`src/rtl/pixel_scan_engine.sv`:
```
// pixel_scan_engine
// Pixel scan source and result sink for the Lab image pipeline, single clock
// domain (clk50). Produces a divided pixel strobe, column/row counters,
// active-area and frame flags, and linear read addresses for the pixel
// memory. Supports single-frame and continuous scanning; a stop request is
// honoured only at the end of the current frame.
//
// Optional feature, macro PIXEL_SCAN_CHECKSUM_EN: a per-frame 32-bit sum of
// the RGB words returned by the processing core LAT cycles after each read,
// plus a DRAIN state that waits for the last returned pixel.
//
// Ports:
//   clk50, rst_n (synchronous, active-low)
//   start, continuous, stop            control inputs
//   busy                               high while not IDLE
//   pixel_ce, Pixel_Col_cnt, Pixel_Row_cnt, active, sof, eof
//   mem_addr, mem_rd                   pixel memory read port
//   frame_cnt                          completed frames (wraps)
//   RM_data, GM_data, BM_data          processed pixel from the core
//   checksum, checksum_valid           per-frame sum and update pulse
module pixel_scan_engine #(
    parameter int H_ACTIVE = 640,
    parameter int V_ACTIVE = 480,
    parameter int H_BLANK  = 160,
    parameter int V_BLANK  = 45,
    parameter int PIX_DIV  = 2,
    parameter int CNT_W    = 12,
    parameter int ADDR_W   = 20,
    parameter int LAT      = 2
) (
    input  logic              clk50,
    input  logic              rst_n,
    input  logic              start,
    input  logic              continuous,
    input  logic              stop,
    output logic              busy,
    output logic              pixel_ce,
    output logic [CNT_W-1:0]  Pixel_Col_cnt,
    output logic [CNT_W-1:0]  Pixel_Row_cnt,
    output logic              active,
    output logic              sof,
    output logic              eof,
    output logic [ADDR_W-1:0] mem_addr,
    output logic              mem_rd,
    output logic [15:0]       frame_cnt,
    input  logic [7:0]        RM_data,
    input  logic [7:0]        GM_data,
    input  logic [7:0]        BM_data,
    output logic [31:0]       checksum,
    output logic              checksum_valid
);

    localparam int H_TOTAL = H_ACTIVE + H_BLANK;
    localparam int V_TOTAL = V_ACTIVE + V_BLANK;
    // A one-bit divider is kept even for PIX_DIV = 1 so the compare is legal.
    localparam int DIV_W = (PIX_DIV > 1) ? $clog2(PIX_DIV) : 1;
    localparam logic [DIV_W-1:0] DIV_LAST = DIV_W'(PIX_DIV - 1);
    localparam logic [CNT_W-1:0] COL_LAST = CNT_W'(H_TOTAL - 1);
    localparam logic [CNT_W-1:0] ROW_LAST = CNT_W'(V_TOTAL - 1);
    localparam logic [CNT_W-1:0] H_ACT_C  = CNT_W'(H_ACTIVE);
    localparam logic [CNT_W-1:0] V_ACT_C  = CNT_W'(V_ACTIVE);

    typedef enum logic [1:0] {
        ST_IDLE  = 2'd0,
        ST_RUN   = 2'd1,
        ST_DRAIN = 2'd2
    } state_e;

`ifdef PIXEL_SCAN_CHECKSUM_EN
    localparam state_e ST_STOP = ST_DRAIN;
`else
    localparam state_e ST_STOP = ST_IDLE;
`endif

    state_e            state_q, state_d;
    logic [DIV_W-1:0]  div_q, div_d;
    logic [CNT_W-1:0]  col_q, col_d, row_q, row_d;
    logic [ADDR_W-1:0] addr_q, addr_d;
    logic [15:0]       frame_q, frame_d;
    logic              stop_pend_q, stop_pend_d;

    logic ce_s, col_last_s, row_last_s, active_s, sof_s, eof_s, rd_s;

    // Strobe and position decode from the current registered state.
    assign ce_s       = (state_q == ST_RUN) && (div_q == DIV_LAST);
    assign col_last_s = (col_q == COL_LAST);
    assign row_last_s = (row_q == ROW_LAST);
    assign active_s   = (state_q == ST_RUN) && (col_q < H_ACT_C) && (row_q < V_ACT_C);
    assign sof_s      = ce_s && (col_q == {CNT_W{1'b0}}) && (row_q == {CNT_W{1'b0}});
    assign eof_s      = ce_s && col_last_s && row_last_s;
    assign rd_s       = ce_s && active_s;

    assign busy          = (state_q != ST_IDLE);
    assign pixel_ce      = ce_s;
    assign Pixel_Col_cnt = col_q;
    assign Pixel_Row_cnt = row_q;
    assign active        = active_s;
    assign sof           = sof_s;
    assign eof           = eof_s;
    assign mem_addr      = addr_q;
    assign mem_rd        = rd_s;
    assign frame_cnt     = frame_q;

`ifdef PIXEL_SCAN_CHECKSUM_EN
    localparam int DRN_W = $clog2(LAT + 1);
    localparam logic [DRN_W-1:0] DRN_LAST = DRN_W'(LAT - 1);
    logic [DRN_W-1:0] drain_q, drain_d;
    logic             drain_done_s;
    assign drain_done_s = (drain_q == DRN_LAST);
`endif

    // Next-state logic for the scan FSM, divider, counters and address.
    always_comb begin
        state_d     = state_q;
        div_d       = div_q;
        col_d       = col_q;
        row_d       = row_q;
        addr_d      = addr_q;
        frame_d     = frame_q;
        stop_pend_d = stop_pend_q;
        case (state_q)
            ST_IDLE: begin
                div_d       = {DIV_W{1'b0}};
                col_d       = {CNT_W{1'b0}};
                row_d       = {CNT_W{1'b0}};
                addr_d      = {ADDR_W{1'b0}};
                stop_pend_d = 1'b0;
                if (start) begin
                    state_d = ST_RUN;
                end else begin
                    state_d = ST_IDLE;
                end
            end
            ST_RUN: begin
                if (stop) begin
                    stop_pend_d = 1'b1;
                end else begin
                    stop_pend_d = stop_pend_q;
                end
                if (ce_s) begin
                    div_d = {DIV_W{1'b0}};
                    if (rd_s) begin
                        addr_d = addr_q + ADDR_W'(1);
                    end else begin
                        addr_d = addr_q;
                    end
                    if (col_last_s) begin
                        col_d = {CNT_W{1'b0}};
                        if (row_last_s) begin
                            row_d   = {CNT_W{1'b0}};
                            addr_d  = {ADDR_W{1'b0}};
                            frame_d = frame_q + 16'd1;
                            // A stop raised in the eof cycle itself also ends the run.
                            if (continuous && !(stop_pend_q || stop)) begin
                                state_d = ST_RUN;
                            end else begin
                                state_d = ST_STOP;
                            end
                        end else begin
                            row_d = row_q + CNT_W'(1);
                        end
                    end else begin
                        col_d = col_q + CNT_W'(1);
                    end
                end else begin
                    div_d = div_q + DIV_W'(1);
                end
            end
            ST_DRAIN: begin
`ifdef PIXEL_SCAN_CHECKSUM_EN
                if (drain_done_s) begin
                    state_d = ST_IDLE;
                end else begin
                    state_d = ST_DRAIN;
                end
`else
                state_d = ST_IDLE;
`endif
            end
            default: begin
                state_d = ST_IDLE;
            end
        endcase
    end

    // Scan state registers.
    always_ff @(posedge clk50) begin
        if (!rst_n) begin
            state_q     <= ST_IDLE;
            div_q       <= {DIV_W{1'b0}};
            col_q       <= {CNT_W{1'b0}};
            row_q       <= {CNT_W{1'b0}};
            addr_q      <= {ADDR_W{1'b0}};
            frame_q     <= 16'd0;
            stop_pend_q <= 1'b0;
        end else begin
            state_q     <= state_d;
            div_q       <= div_d;
            col_q       <= col_d;
            row_q       <= row_d;
            addr_q      <= addr_d;
            frame_q     <= frame_d;
            stop_pend_q <= stop_pend_d;
        end
    end

`ifdef PIXEL_SCAN_CHECKSUM_EN
    logic [LAT-1:0] rd_pipe_q, sof_pipe_q, eof_pipe_q;
    logic           rd_dl_s, sof_dl_s, eof_dl_s;
    logic [31:0]    sample_s, sum_q, sum_d, cs_q, cs_d;
    logic           csv_q;

    assign rd_dl_s  = rd_pipe_q[LAT-1];
    assign sof_dl_s = sof_pipe_q[LAT-1];
    assign eof_dl_s = eof_pipe_q[LAT-1];
    assign sample_s = {8'h00, RM_data, GM_data, BM_data};

    // Drain cycle counter: runs 0..LAT-1 while in DRAIN.
    always_comb begin
        drain_d = {DRN_W{1'b0}};
        if ((state_q == ST_DRAIN) && !drain_done_s) begin
            drain_d = drain_q + DRN_W'(1);
        end else begin
            drain_d = {DRN_W{1'b0}};
        end
    end

    // Running sum; the first returned pixel of a frame restarts it.
    always_comb begin
        sum_d = sum_q;
        cs_d  = cs_q;
        if (rd_dl_s) begin
            if (sof_dl_s) begin
                sum_d = sample_s;
            end else begin
                sum_d = sum_q + sample_s;
            end
        end else begin
            sum_d = sum_q;
        end
        if (eof_dl_s) begin
            cs_d = sum_d;
        end else begin
            cs_d = cs_q;
        end
    end

    // Return-path delay line, drain counter and checksum registers.
    always_ff @(posedge clk50) begin
        if (!rst_n) begin
            rd_pipe_q  <= {LAT{1'b0}};
            sof_pipe_q <= {LAT{1'b0}};
            eof_pipe_q <= {LAT{1'b0}};
            drain_q    <= {DRN_W{1'b0}};
            sum_q      <= 32'd0;
            cs_q       <= 32'd0;
            csv_q      <= 1'b0;
        end else begin
            rd_pipe_q[0]  <= rd_s;
            sof_pipe_q[0] <= sof_s;
            eof_pipe_q[0] <= eof_s;
            for (int i = 1; i < LAT; i++) begin
                rd_pipe_q[i]  <= rd_pipe_q[i-1];
                sof_pipe_q[i] <= sof_pipe_q[i-1];
                eof_pipe_q[i] <= eof_pipe_q[i-1];
            end
            drain_q <= drain_d;
            sum_q   <= sum_d;
            cs_q    <= cs_d;
            csv_q   <= eof_dl_s;
        end
    end

    assign checksum       = cs_q;
    assign checksum_valid = csv_q;
`else
    logic unused_rgb_s;
    assign unused_rgb_s   = ^{RM_data, GM_data, BM_data};
    assign checksum       = 32'd0;
    assign checksum_valid = 1'b0;
`endif

endmodule

```
`config.mk`:
```
export PLATFORM = sky130hd
export DESIGN_NAME = pixel_scan_engine
export DESIGN_NICKNAME = d
export VERILOG_FILES = /design/src/rtl/pixel_scan_engine.sv
export SDC_FILE = /design/constraint.sdc
export NUM_CORES = 1
export LEC_CHECK = 0
export CAP_MARGIN = 15
export CORE_UTILIZATION = 40
export DETAILED_ROUTE_END_ITERATION = 10
export PLACE_DENSITY = 0.77
export SYNTH_ARGS = -nofsm -noshare
export SYNTH_HDL_FRONTEND = slang
export SYNTH_SLANG_ARGS = --single-unit
```
`constraint.sdc`:
```
create_clock -name clk50 -period 2.1 [get_ports clk50]
set_input_delay 0.315 -clock clk50 [delete_from_list [all_inputs] [get_ports clk50]]
set_output_delay 0.315 -clock clk50 [all_outputs]
set_load 0.005 [all_outputs]
```
Yosys cells after proc, flatten, opt, wreduce, memory -nomap -nowiden
Cells that the tools add are included.
- bits in registers: 64
- latch bits: 0
- bits in writable memories: 0
- bits in read-only memories: 0
- bits of input ports: 29
- output and inout bits: 99
- logic and storage cells: 64
- memories kept: 0
- add/subtract/negate cells: 5
- $mul: 0
- divide/modulo/power cells: 0
- $lt $le $gt $ge: 2
- equal/unequal tests: 7
- shifts and indexed selects: 0
- muxes and demuxes: 22
- bitwise gates (word level): 0
- reduce and logical (&&, ||, !) cells: 21
- operator list (operator ; count):
    2-to-1 mux 20 bit ; 4
    2-to-1 mux 12 bit ; 5
    case mux 12 bit (2 select lines) ; 2
    case mux 20 bit (2 select lines) ; 1
    adder 12 x 1 -> 12 bit, second input constant ; 2
    equality test 12 x 10 -> 1 bit, second input constant ; 2
    logical NOT 12 bit ; 2
    adder 20 x 1 -> 20 bit, second input constant ; 1
    adder 16 x 1 -> 16 bit, second input constant ; 1
    less-than comparator 12 x 10 -> 1 bit, second input constant ; 1
    less-than comparator 12 x 9 -> 1 bit, second input constant ; 1
    logical AND 1 bit ; 9
    != test 2 bit, second input constant ; 4
    2-to-1 mux 2 bit ; 3
    AND reduction 3 bit ; 2
    2-to-1 mux 1 bit ; 4
    case mux 1 bit (2 select lines) ; 2
    case mux 2 bit (2 select lines) ; 1
    AND reduction 2 bit ; 2
    AND reduction 4 bit ; 1
    nonzero test 2 bit ; 2
    equality test 2 x 1 -> 1 bit, second input constant ; 1
    logical NOT 2 bit ; 1
    adder 1 bit, second input constant ; 1
    2 further kinds ; 2

Depth between registers and ports, before layout
Gate-level depths: netlist (run 1).
- depth in word-level cells: 9
- depth in mapped cells: 9
- depth with buffers taken out: 7

Least setup slack after synthesis (run 1)
No wires, ideal clock.
- kind: register to register
- from: reg col_q[0], in the netlist Pixel_Col_cnt[0]
- to: reg frame_q[12], in the netlist frame_cnt[12]
- arrival time: 2.104 ns
- required time: 2.029 ns
- slack: -0.074 ns
- stages on the path, launching flop included: 9
- buffers on the path: 2
- cells stage by stage: dfxtp_1 -> ha_1 -> and4_1 -> buf_4 -> nand3_1 -> or3_1 -> buf_2 -> or4_1 -> a21oi_1
- cells in the longest elaborated chain, start to end: 2
- ends and longest elaborated chain (what ; line ; RTL):
    from (decl) ; 77 ; logic [CNT_W-1:0] col_q, col_d, row_q, row_d;
    from (signal assigned) ; 191 ; col_q <= {CNT_W{1'b0}};
    from (signal assigned) ; 199 ; col_q <= col_d;
    equality test 12 x 10 -> 1 bit ; 86 ; assign col_last_s = (col_q == COL_LAST);
    AND reduction 4 bit (no source line) ; n/a ;
    to (signal assigned) ; 202 ; frame_q <= frame_d;
    to (decl) ; 79 ; logic [15:0] frame_q, frame_d;
Every way passes these cells.
A chain may end at the register's enable or synchronous reset.

Final worst setup path (run 1)
- from: reg col_q[1], in the netlist Pixel_Col_cnt[1]
- to: reg frame_q[14], in the netlist frame_cnt[14]
Same word-level chain as after synthesis.

==> results of run 1 <==
how the worst max path moves through the flow:
stage	from	to	slack (ns)	cells past startpoint
after floorplan	Pixel_Col_cnt[1]	frame_cnt[10]	0.02	8
after global placement	Pixel_Row_cnt[4]	frame_cnt[15]	-0.05	6
after detailed placement	Pixel_Row_cnt[4]	frame_cnt[12]	-0.15	6
after CTS	Pixel_Row_cnt[7]	frame_cnt[9]	-0.11	7
after global routing	Pixel_Row_cnt[4]	frame_cnt[14]	-0.15	7
final	Pixel_Col_cnt[1]	frame_cnt[14]	-0.07	8
cells in the mapped netlist (8+ instances only):
cell and count:
clkbuf_1 10, or3_1 14, xor2_1 21, xnor2_1 16, and3_1 9, inv_1 12, o21ai_0 12, dfxtp_1 63
a21oi_1 20, nor2_1 50, buf_4 34, nor3_1 8, nand4_1 26, nand3_1 25, nand2_1 25
layout by cell type, fill, tap and decap left out, types with 3 or more instances in the layout:
master,n
xnor2_1,16
and3_1,9
clkdlybuf4s50_1,66
buf_4,57
o21ai_0,11
inv_1,9
or4_1,4
o31ai_1,5
nand2_1,25
nand2b_1,3
dfxtp_2,4
nor4_1,4
xor2_1,21
a21oi_1,18
nor3_1,8
nand3_1,23
nand4_1,26
dfxtp_1,59
ha_1,4
or3_1,12
inv_2,4
nor2_1,50
conb_1,33
and4_1,3
and2_1,4
buf_6,3
clkbuf_8,12
flip-flops by register name (all words and copies together) (netlist names):
register,cells
Pixel_Col_cnt,12
Pixel_Row_cnt,12
div_q,1
frame_cnt,16
mem_addr,20
state_q,1
stop_pend_q,1
layer usage:
metal | vias to the layer above | GRT usage [%] | share of wire (%)
li1 | 1614 | - | -
met1 | 1538 | 25.3 | 43
met2 | 138 | 33.9 | 49
met3 | 13 | 4.15 | 6.2
met4 | 0 | 8.21 | 1.5
met5 | - | 0 | 0
worst reg2reg max path: cells and delay by family, from the launching register on:
kind                       cells  cell delay, ns
DFF                            1            0.36
and+or+nand+nor                4            1.24
adders and majority gates      1            0.14
buffers and inverters          2            0.26
AOI/OAI and AO/OA              1            0.13
logic make-up (layout without fill, tap and decap cells):
logic type | count (synthesis) | count (layout) | synth area share [%]
mux | 1 | 1 | 0.302
fa+ha+maj | 6 | 6 | 2.26
simple gates | 190 | 190 | 30.5
flops | 63 | 63 | 38.0
compound gates | 45 | 45 | 7.92
other cells | 1 | 33 | 0.113
xor+xnor | 37 | 37 | 9.77
buf+inv | 61 | 163 | 11.1
power groups by stage:
| stage | Combinational, mW | Sequential [mW] | Clock, mW |
|---|---|---|---|
| floorplan | 0.103 | 1.23 | 0 |
| global placement | 0.111 | 1.23 | 0 |
| detailed placement | 0.112 | 1.23 | 0 |
| CTS | 0.116 | 1.20 | 1.28 |
| global route | 0.148 | 1.20 | 1.33 |
| finish | 0.134 | 1.20 | 1.26 |
metrics by stage:
stage	TNS (ns)	hold WS, ns	worst slack [ns]	power [mW]	area [um2]
floorplan	0	0.425	0.0236	1.33	3450
global placement	-0.259	0.436	-0.0464	1.34	4350
detailed placement	-0.646	0.449	-0.147	1.34	4350
CTS	-1.65	0.466	-0.115	2.60	4690
global route	-2.27	0.503	-0.153	2.68	4810
finish	-0.173	0.462	-0.0725	2.60	4810
repair_timing:
item                                    CTS  global route
setup buffers                             6             3
resized for setup                        18            16
endpoints found under the setup margin    9            42
hold buffers                              0             0
gates cloned                              1             3
pin swaps                                18            11
final cells by class:
class / instances / area share (%)
multi-input cells: 312 / 39.6
flip-flops and latches: 63 / 26.3
repair buffers: 134 / 25.4
clock buffers: 12 / 3.43
well taps: 102 / 2.65
clock inverters: 4 / 1.59
inverters: 13 / 1.01
==> metrics.md, run 1 <==
| Metric | Value |
|---|---|
| Nets | `~570` |
| Actual slew at the worst max-slew pin | `between 0.5 and 0.6 ns` |
| Starting density of the core | `42.1%` |
| Peak supply drop | `approximately 0.00031 V` |
| Vias in the first global route | `3,014` |
| CTS Root Cell | `clkbuf_8` |
| Post-Layout Cell Count | `640` |
| Slew headroom | `between 60% and 70%` |
| Site Rows | `32` |
| Most frequent cell on the critical path | `buf_6` |
| Hold Path Depth | `2` |
| Crit Path Max Fanout | `6` |
| Worst path slowest cell | `or4_4` |
| Seq pwr share | `46.2%` |
| Pwr dens | `between 500 and 600 nW/um2` |
| Worst setup SP type | `flip-flop` |
| Seq/Total Area, Yosys | `a little under two fifths` |
| Die area | `between 8000 and 9000 um2` |
| Initial drt markers | `~190` |
| Largest area contributor in the netlist | `dfxtp_1` |
| FILL cells | `just under 700` |
| Total core area | `slightly below 8000 um2` |
| Number of antenna repair diodes | `0` |
| Minimum clock period | `between 2 and 2.5 ns` |
| Top cells by area, synth | `dfxtp_1, buf_4, nor2_1` |
| Element type at the critical path end | `flip-flop` |
| Combinational power share | `approximately 5.2%` |
| Final setup vio count | `3` |
| Share of post-route cells with drive strength above 1 | `roughly a fifth` |
| Synth async-reset ratio | `0%` |
| Wirelength per Cell | `~14 um` |
| RSZ-0062 raised after global routing | `yes` |
| Top_reg_cell synth | `dfxtp_1` |
| Status | `complete, but fails checks` |
| CP required | `between 2 and 2.5 ns` |
| Failing checks | `setup timing` |
| Area of the multi-input gates | `between 1500 and 2000 um2` |
| #FFs+latches synth | `63` |
| Layout Utilization | `around 61%` |
| Residual DRC | `0` |
| Max Fclk | `460 MHz` |
| Critical Path AT | `between 2 and 2.5 ns` |
| CP max stage delay | `roughly 0.50 ns` |
| MaxCap Viol Count | `0` |
| Delay-heaviest family, CP | `simple AND/OR/NAND/NOR gates` |
| Post-synth EDFFs | `0` |
| Initial antenna violation count | `0` |
| R2R depth | `8` |
| Slew Limit Fails | `0` |
| Synth unique cells | `41` |
| Post-Syn Area | `approximately 3300 um2` |
| Synth top area share | `roughly two fifths` |
| CP Cell Sequence | `ha_4 -> and4_4 -> nand3_2 -> or3_4 -> buf_6 -> buf_6 -> or4_4 -> a21oi_2` |
| CTS Buf Count | `9` |
| Final worst setup slack | `-0.0725 ns` |
| Hold Crit Class | `flip-flop to flip-flop` |
| Total routed wirelength | `around 8.8 mm` |
| Hold Path Sink | `stop_pend_q` |
| Worst clock skew | `just over 0.01 ns` |
| Vias/cell | `just over 5` |
| Post-synthesis cell count | `between 400 and 500` |
| GPL Wtd Cong | `0.878` |
| GRT Residual Overflow | `0` |
| CTS tree | `yes` |
| Setup CP Type | `flip-flop to flip-flop` |
| Syn Area/Cell | `a little over 8 um2` |
| Part of the power in the clock network | `between 40% and 50%` |
| Area delta synth->final | `45.2%` |
| Crit path buf inv count | `2` |
| Period utilization | `103%` |
| Die boundary width | `just over 90 um` |
| Final Hold Violating Endpoints | `0` |
| FF-to-FF End | `frame_cnt[14]` |
| Clock transition at path regs | `0.07 ns` |
| Critical R2R Launch | `Pixel_Col_cnt[1]` |
| Largest net degree at the start of global routing | `29` |
| Antenna-violating nets left | `0` |
| Synth warn | `0` |
| Chip height | `between 90 and 100 um` |
| Sw frac | `22.1%` |
| Pleak | `~1.8 nW` |
| First-pass DRT Iterations | `4` |
| Hpwl dp | `around 6.2 mm` |
| Placed insts | `around 610` |
| Sw Pwr | `about 0.57 mW` |
| Clock sinks | `63` |
| H-tree depth | `3` |
| Register area | `between 1000 and 1500 um2` |
| HP Start | `stop_pend_q` |
| Internal power | `2.03 mW` |
| Longest Clk Path Bufs | `2` |
| Port-buffer cells | `70` |
| Worst-skew pair later-pin latency | `about 0.35 ns` |
| R2R Setup Slk | `-0.07 ns` |
| First-pass GRT wire length | `roughly 14 mm` |
| Via count | `3,303` |
| Total track usage | `a little over 20%` |
| IO Pins | `128` |
No activity file was read; power rests on OpenSTA's default activity.
==> run 2: changes to the inputs <==
--- a/config.mk
+++ b/config.mk
@@ -8,7 +8,8 @@
 export CAP_MARGIN = 15
 export CORE_UTILIZATION = 40
 export DETAILED_ROUTE_END_ITERATION = 10
-export PLACE_DENSITY = 0.77
+export PLACE_DENSITY = 0.79
+export RECOVER_POWER = 50
 export SYNTH_ARGS = -nofsm -noshare
 export SYNTH_HDL_FRONTEND = slang
 export SYNTH_SLANG_ARGS = --single-unit
==> metrics.md, run 2 (synthesized netlist as in run 1, its figures left out) <==
| Metric | Value |
|---|---|
| Part of the power in the clock network | `41.3% (was 48.6%)` |
| Hold-fix buffer count after cts | `0 (unchanged)` |
| Largest register FFs | `20 (unchanged)` |
| Max Fclk | `462 MHz (was 460 MHz)` |
| Status | `complete, but fails checks (unchanged)` |
| Combinational power share | `5.4% (was 5.2%)` |
| Vias/cell | `5.22 (was 5.16)` |
| Slew headroom | `63.8% (was 66.4%)` |
| HP Start | `stop_pend_q (unchanged)` |
| Initial antenna violation count | `0 (unchanged)` |
| Failing checks | `setup timing (unchanged)` |
| Worst-skew pair later-pin latency | `0.35 ns (about the same)` |
| Clock sinks | `63 (unchanged)` |
| Pwr dens | `483 nW/um2 (was 540 nW/um2)` |
| Slew Limit Fails | `0 (unchanged)` |
| Nets | `562 (was 568)` |
| Seq pwr share | `53.3% (was 46.2%)` |
| Area delta synth->final | `40.8% (was 45.2%)` |
| Final Hold Violating Endpoints | `0 (unchanged)` |
| IO Pins | `128 (unchanged)` |
| Chip height | `93.1 um (unchanged)` |
| Period utilization | `103% (about the same)` |
| Port-buffer cells | `70 (unchanged)` |
| Total core area | `7890 um2 (unchanged)` |
| Via count | `3,308 (was 3,303)` |
| Hold slack | `0.472 ns (was 0.462 ns)` |
| CTS Buf Count | `9 (unchanged)` |
| RSZ-0062 raised after global routing | `yes (unchanged)` |
| First-pass GRT wire length | `14.6 mm (was 13.9 mm)` |
| Pleak | `1.76 nW (was 1.83 nW)` |
| Final setup vio count | `4 (was 3)` |
| Worst clock skew | `0.00905 ns (was 0.0101 ns)` |
| Peak supply drop | `0.000245 V (was 0.000312 V)` |
| Die area | `8660 um2 (unchanged)` |
| Hpwl dp | `6.45 mm (was 6.21 mm)` |
| Fin area | `4670 um2 (was 4810 um2)` |
| Largest net degree at the start of global routing | `29 (unchanged)` |
| Placed insts | `612 (was 611)` |
| CTS tree | `yes (unchanged)` |
| Total routed wirelength | `8.94 mm (was 8.77 mm)` |
| MaxCap Viol Count | `0 (unchanged)` |
| Placed Area | `4350 um2 (about the same)` |
| Critical Path AT | `2.44 ns (was 2.46 ns)` |
| Residual DRC | `0 (unchanged)` |
| Vias in the first global route | `3,113 (was 3,014)` |
| First-pass DRT Iterations | `5 (was 4)` |
| CP required | `2.37 ns (was 2.39 ns)` |
| Leading cell types in the layout, fill and taps excluded | `clkdlybuf4s50_1, dfxtp_1, buf_4, nor2_1, conb_1 (unchanged)` |
| Final worst setup slack | `-0.0626 ns (was -0.0725 ns)` |
| Element type at the critical path end | `flip-flop (unchanged)` |
| Actual slew at the worst max-slew pin | `0.543 ns (was 0.504 ns)` |
| Setup CP Type | `flip-flop to flip-flop (unchanged)` |
| CTS Root Cell | `clkbuf_8 (unchanged)` |
| Pre-CTS setup slack | `-0.101 ns (was -0.147 ns)` |
| Critical R2R Launch | `Pixel_Row_cnt[4] (was Pixel_Col_cnt[1])` |
| Critical path origin | `Pixel_Row_cnt[4] (was Pixel_Col_cnt[1])` |
| Sw Pwr | `0.578 mW (was 0.574 mW)` |
| Starting density of the core | `42.1% (unchanged)` |
| Total track usage | `21.1% (was 20.2%)` |
| Wirelength per Cell | `14.1 um (was 13.7 um)` |
| Minimum clock period | `2.16 ns (was 2.17 ns)` |
| Most common cell after layout, fill and taps aside | `clkdlybuf4s50_1 (unchanged)` |
| Crit Path Max Fanout | `6 (unchanged)` |
| Clock transition at path regs | `0.07 ns (about the same)` |
| Number of antenna repair diodes | `0 (unchanged)` |
| Die boundary width | `93.1 um (unchanged)` |
| Post-Layout Cell Count | `634 (was 640)` |
| Internal power | `1.68 mW (was 2.03 mW)` |
| GPL Wtd Cong | `0.841 (was 0.878)` |
| GRT Residual Overflow | `0 (unchanged)` |
| H-tree depth | `3 (unchanged)` |
| Site Rows | `32 (unchanged)` |
| Longest Clk Path Bufs | `2 (unchanged)` |
| Setup TNS | `-0.161 ns (was -0.173 ns)` |
| Share of post-route cells with drive strength above 1 | `19.5% (was 20.4%)` |
| Hold Crit Class | `flip-flop to flip-flop (unchanged)` |
| Sw frac | `25.6% (was 22.1%)` |
| Worst setup SP type | `flip-flop (unchanged)` |
| Initial drt markers | `186 (was 187)` |
| Antenna-violating nets left | `0 (unchanged)` |
==> run 2: cell types whose count changed in the layout (fill, tap and decap cells not counted), moves of 2 or more <==
| cell | previous run | this run |
|---|---|---|
| clkbuf_8 | 12 | 9 |
| o31ai_1 | 5 | 2 |
| bufinv_16 | 2 | 0 |
| o31ai_2 | 0 | 3 |
| inv_2 | 4 | 2 |
| clkbuf_16 | 2 | 0 |
| clkinv_4 | 1 | 4 |
| clkinv_2 | 0 | 3 |
| inv_1 | 9 | 11 |
| buf_4 | 57 | 54 |
==> run 2: final timing paths <==
kind	end	slack, ns	cells after the start
max	frame_cnt[14]	-0.06	7
min	stop_pend_q	0.47	2
max reg2reg	frame_cnt[14]	-0.06	7
min reg2reg	stop_pend_q	0.47	2
==> run 2: per-layer routing <==
metal  track usage (%)  up-vias  routed length [um]
met5                 0        -                   0
met4              7.56        0                 163
met3              3.58       14                 424
met2              36.2      119                4360
met1              26.5     1577                3990
li1                  -     1598                   -
==> run 2: area by class of cell <==
type	instances	area, um2
inverter	13	48.8
sequential	63	1270
fill	728	3220
timing repair buffer	128	1140
tap	102	128
clock inverter	7	50.0
multi-input combinational	312	1910
clock buffer	9	124
==> run 2: worst max-delay path, stage by stage (launching register included) <==
cell,delay (ns)
dfxtp_2,0.33
nor4_4,0.32
nand4_2,0.17
or3_4,0.41
buf_6,0.13
buf_6,0.12
or4_4,0.48
a21oi_2,0.13
==> run 2: power by group through the flow <==
| stage | Clock [mW] | Combinational, mW | Sequential (mW) |
|---|---|---|---|
| 2_1_floorplan | 0 | 0.103 | 1.23 |
| 3_3_place_gp | 0 | 0.112 | 1.23 |
| 3_5_place_dp | 0 | 0.114 | 1.23 |
| 4_1_cts | 0.950 | 0.117 | 1.20 |
| 5_1_grt | 1.01 | 0.133 | 1.20 |
| 6_report | 0.932 | 0.121 | 1.20 |
==> run 2: per-stage QoR <==
step	util [%]	total power, mW
5_1_grt	59.2	2.35
2_1_floorplan	-	1.33
3_3_place_gp	55.2	1.34
3_5_place_dp	55.2	1.34
6_report	59.2	2.26
4_1_cts	58.8	2.27
==> run 2: timing repair <==
action / in CTS / in global routing
endpoints found under the setup margin: 9 / 16
pin swaps: 15 / 13
endpoints found under the hold margin: 0 / 0
gates resized for setup: 18 / 18
gates cloned: 1 / 0
buffers inserted: 6 / 0
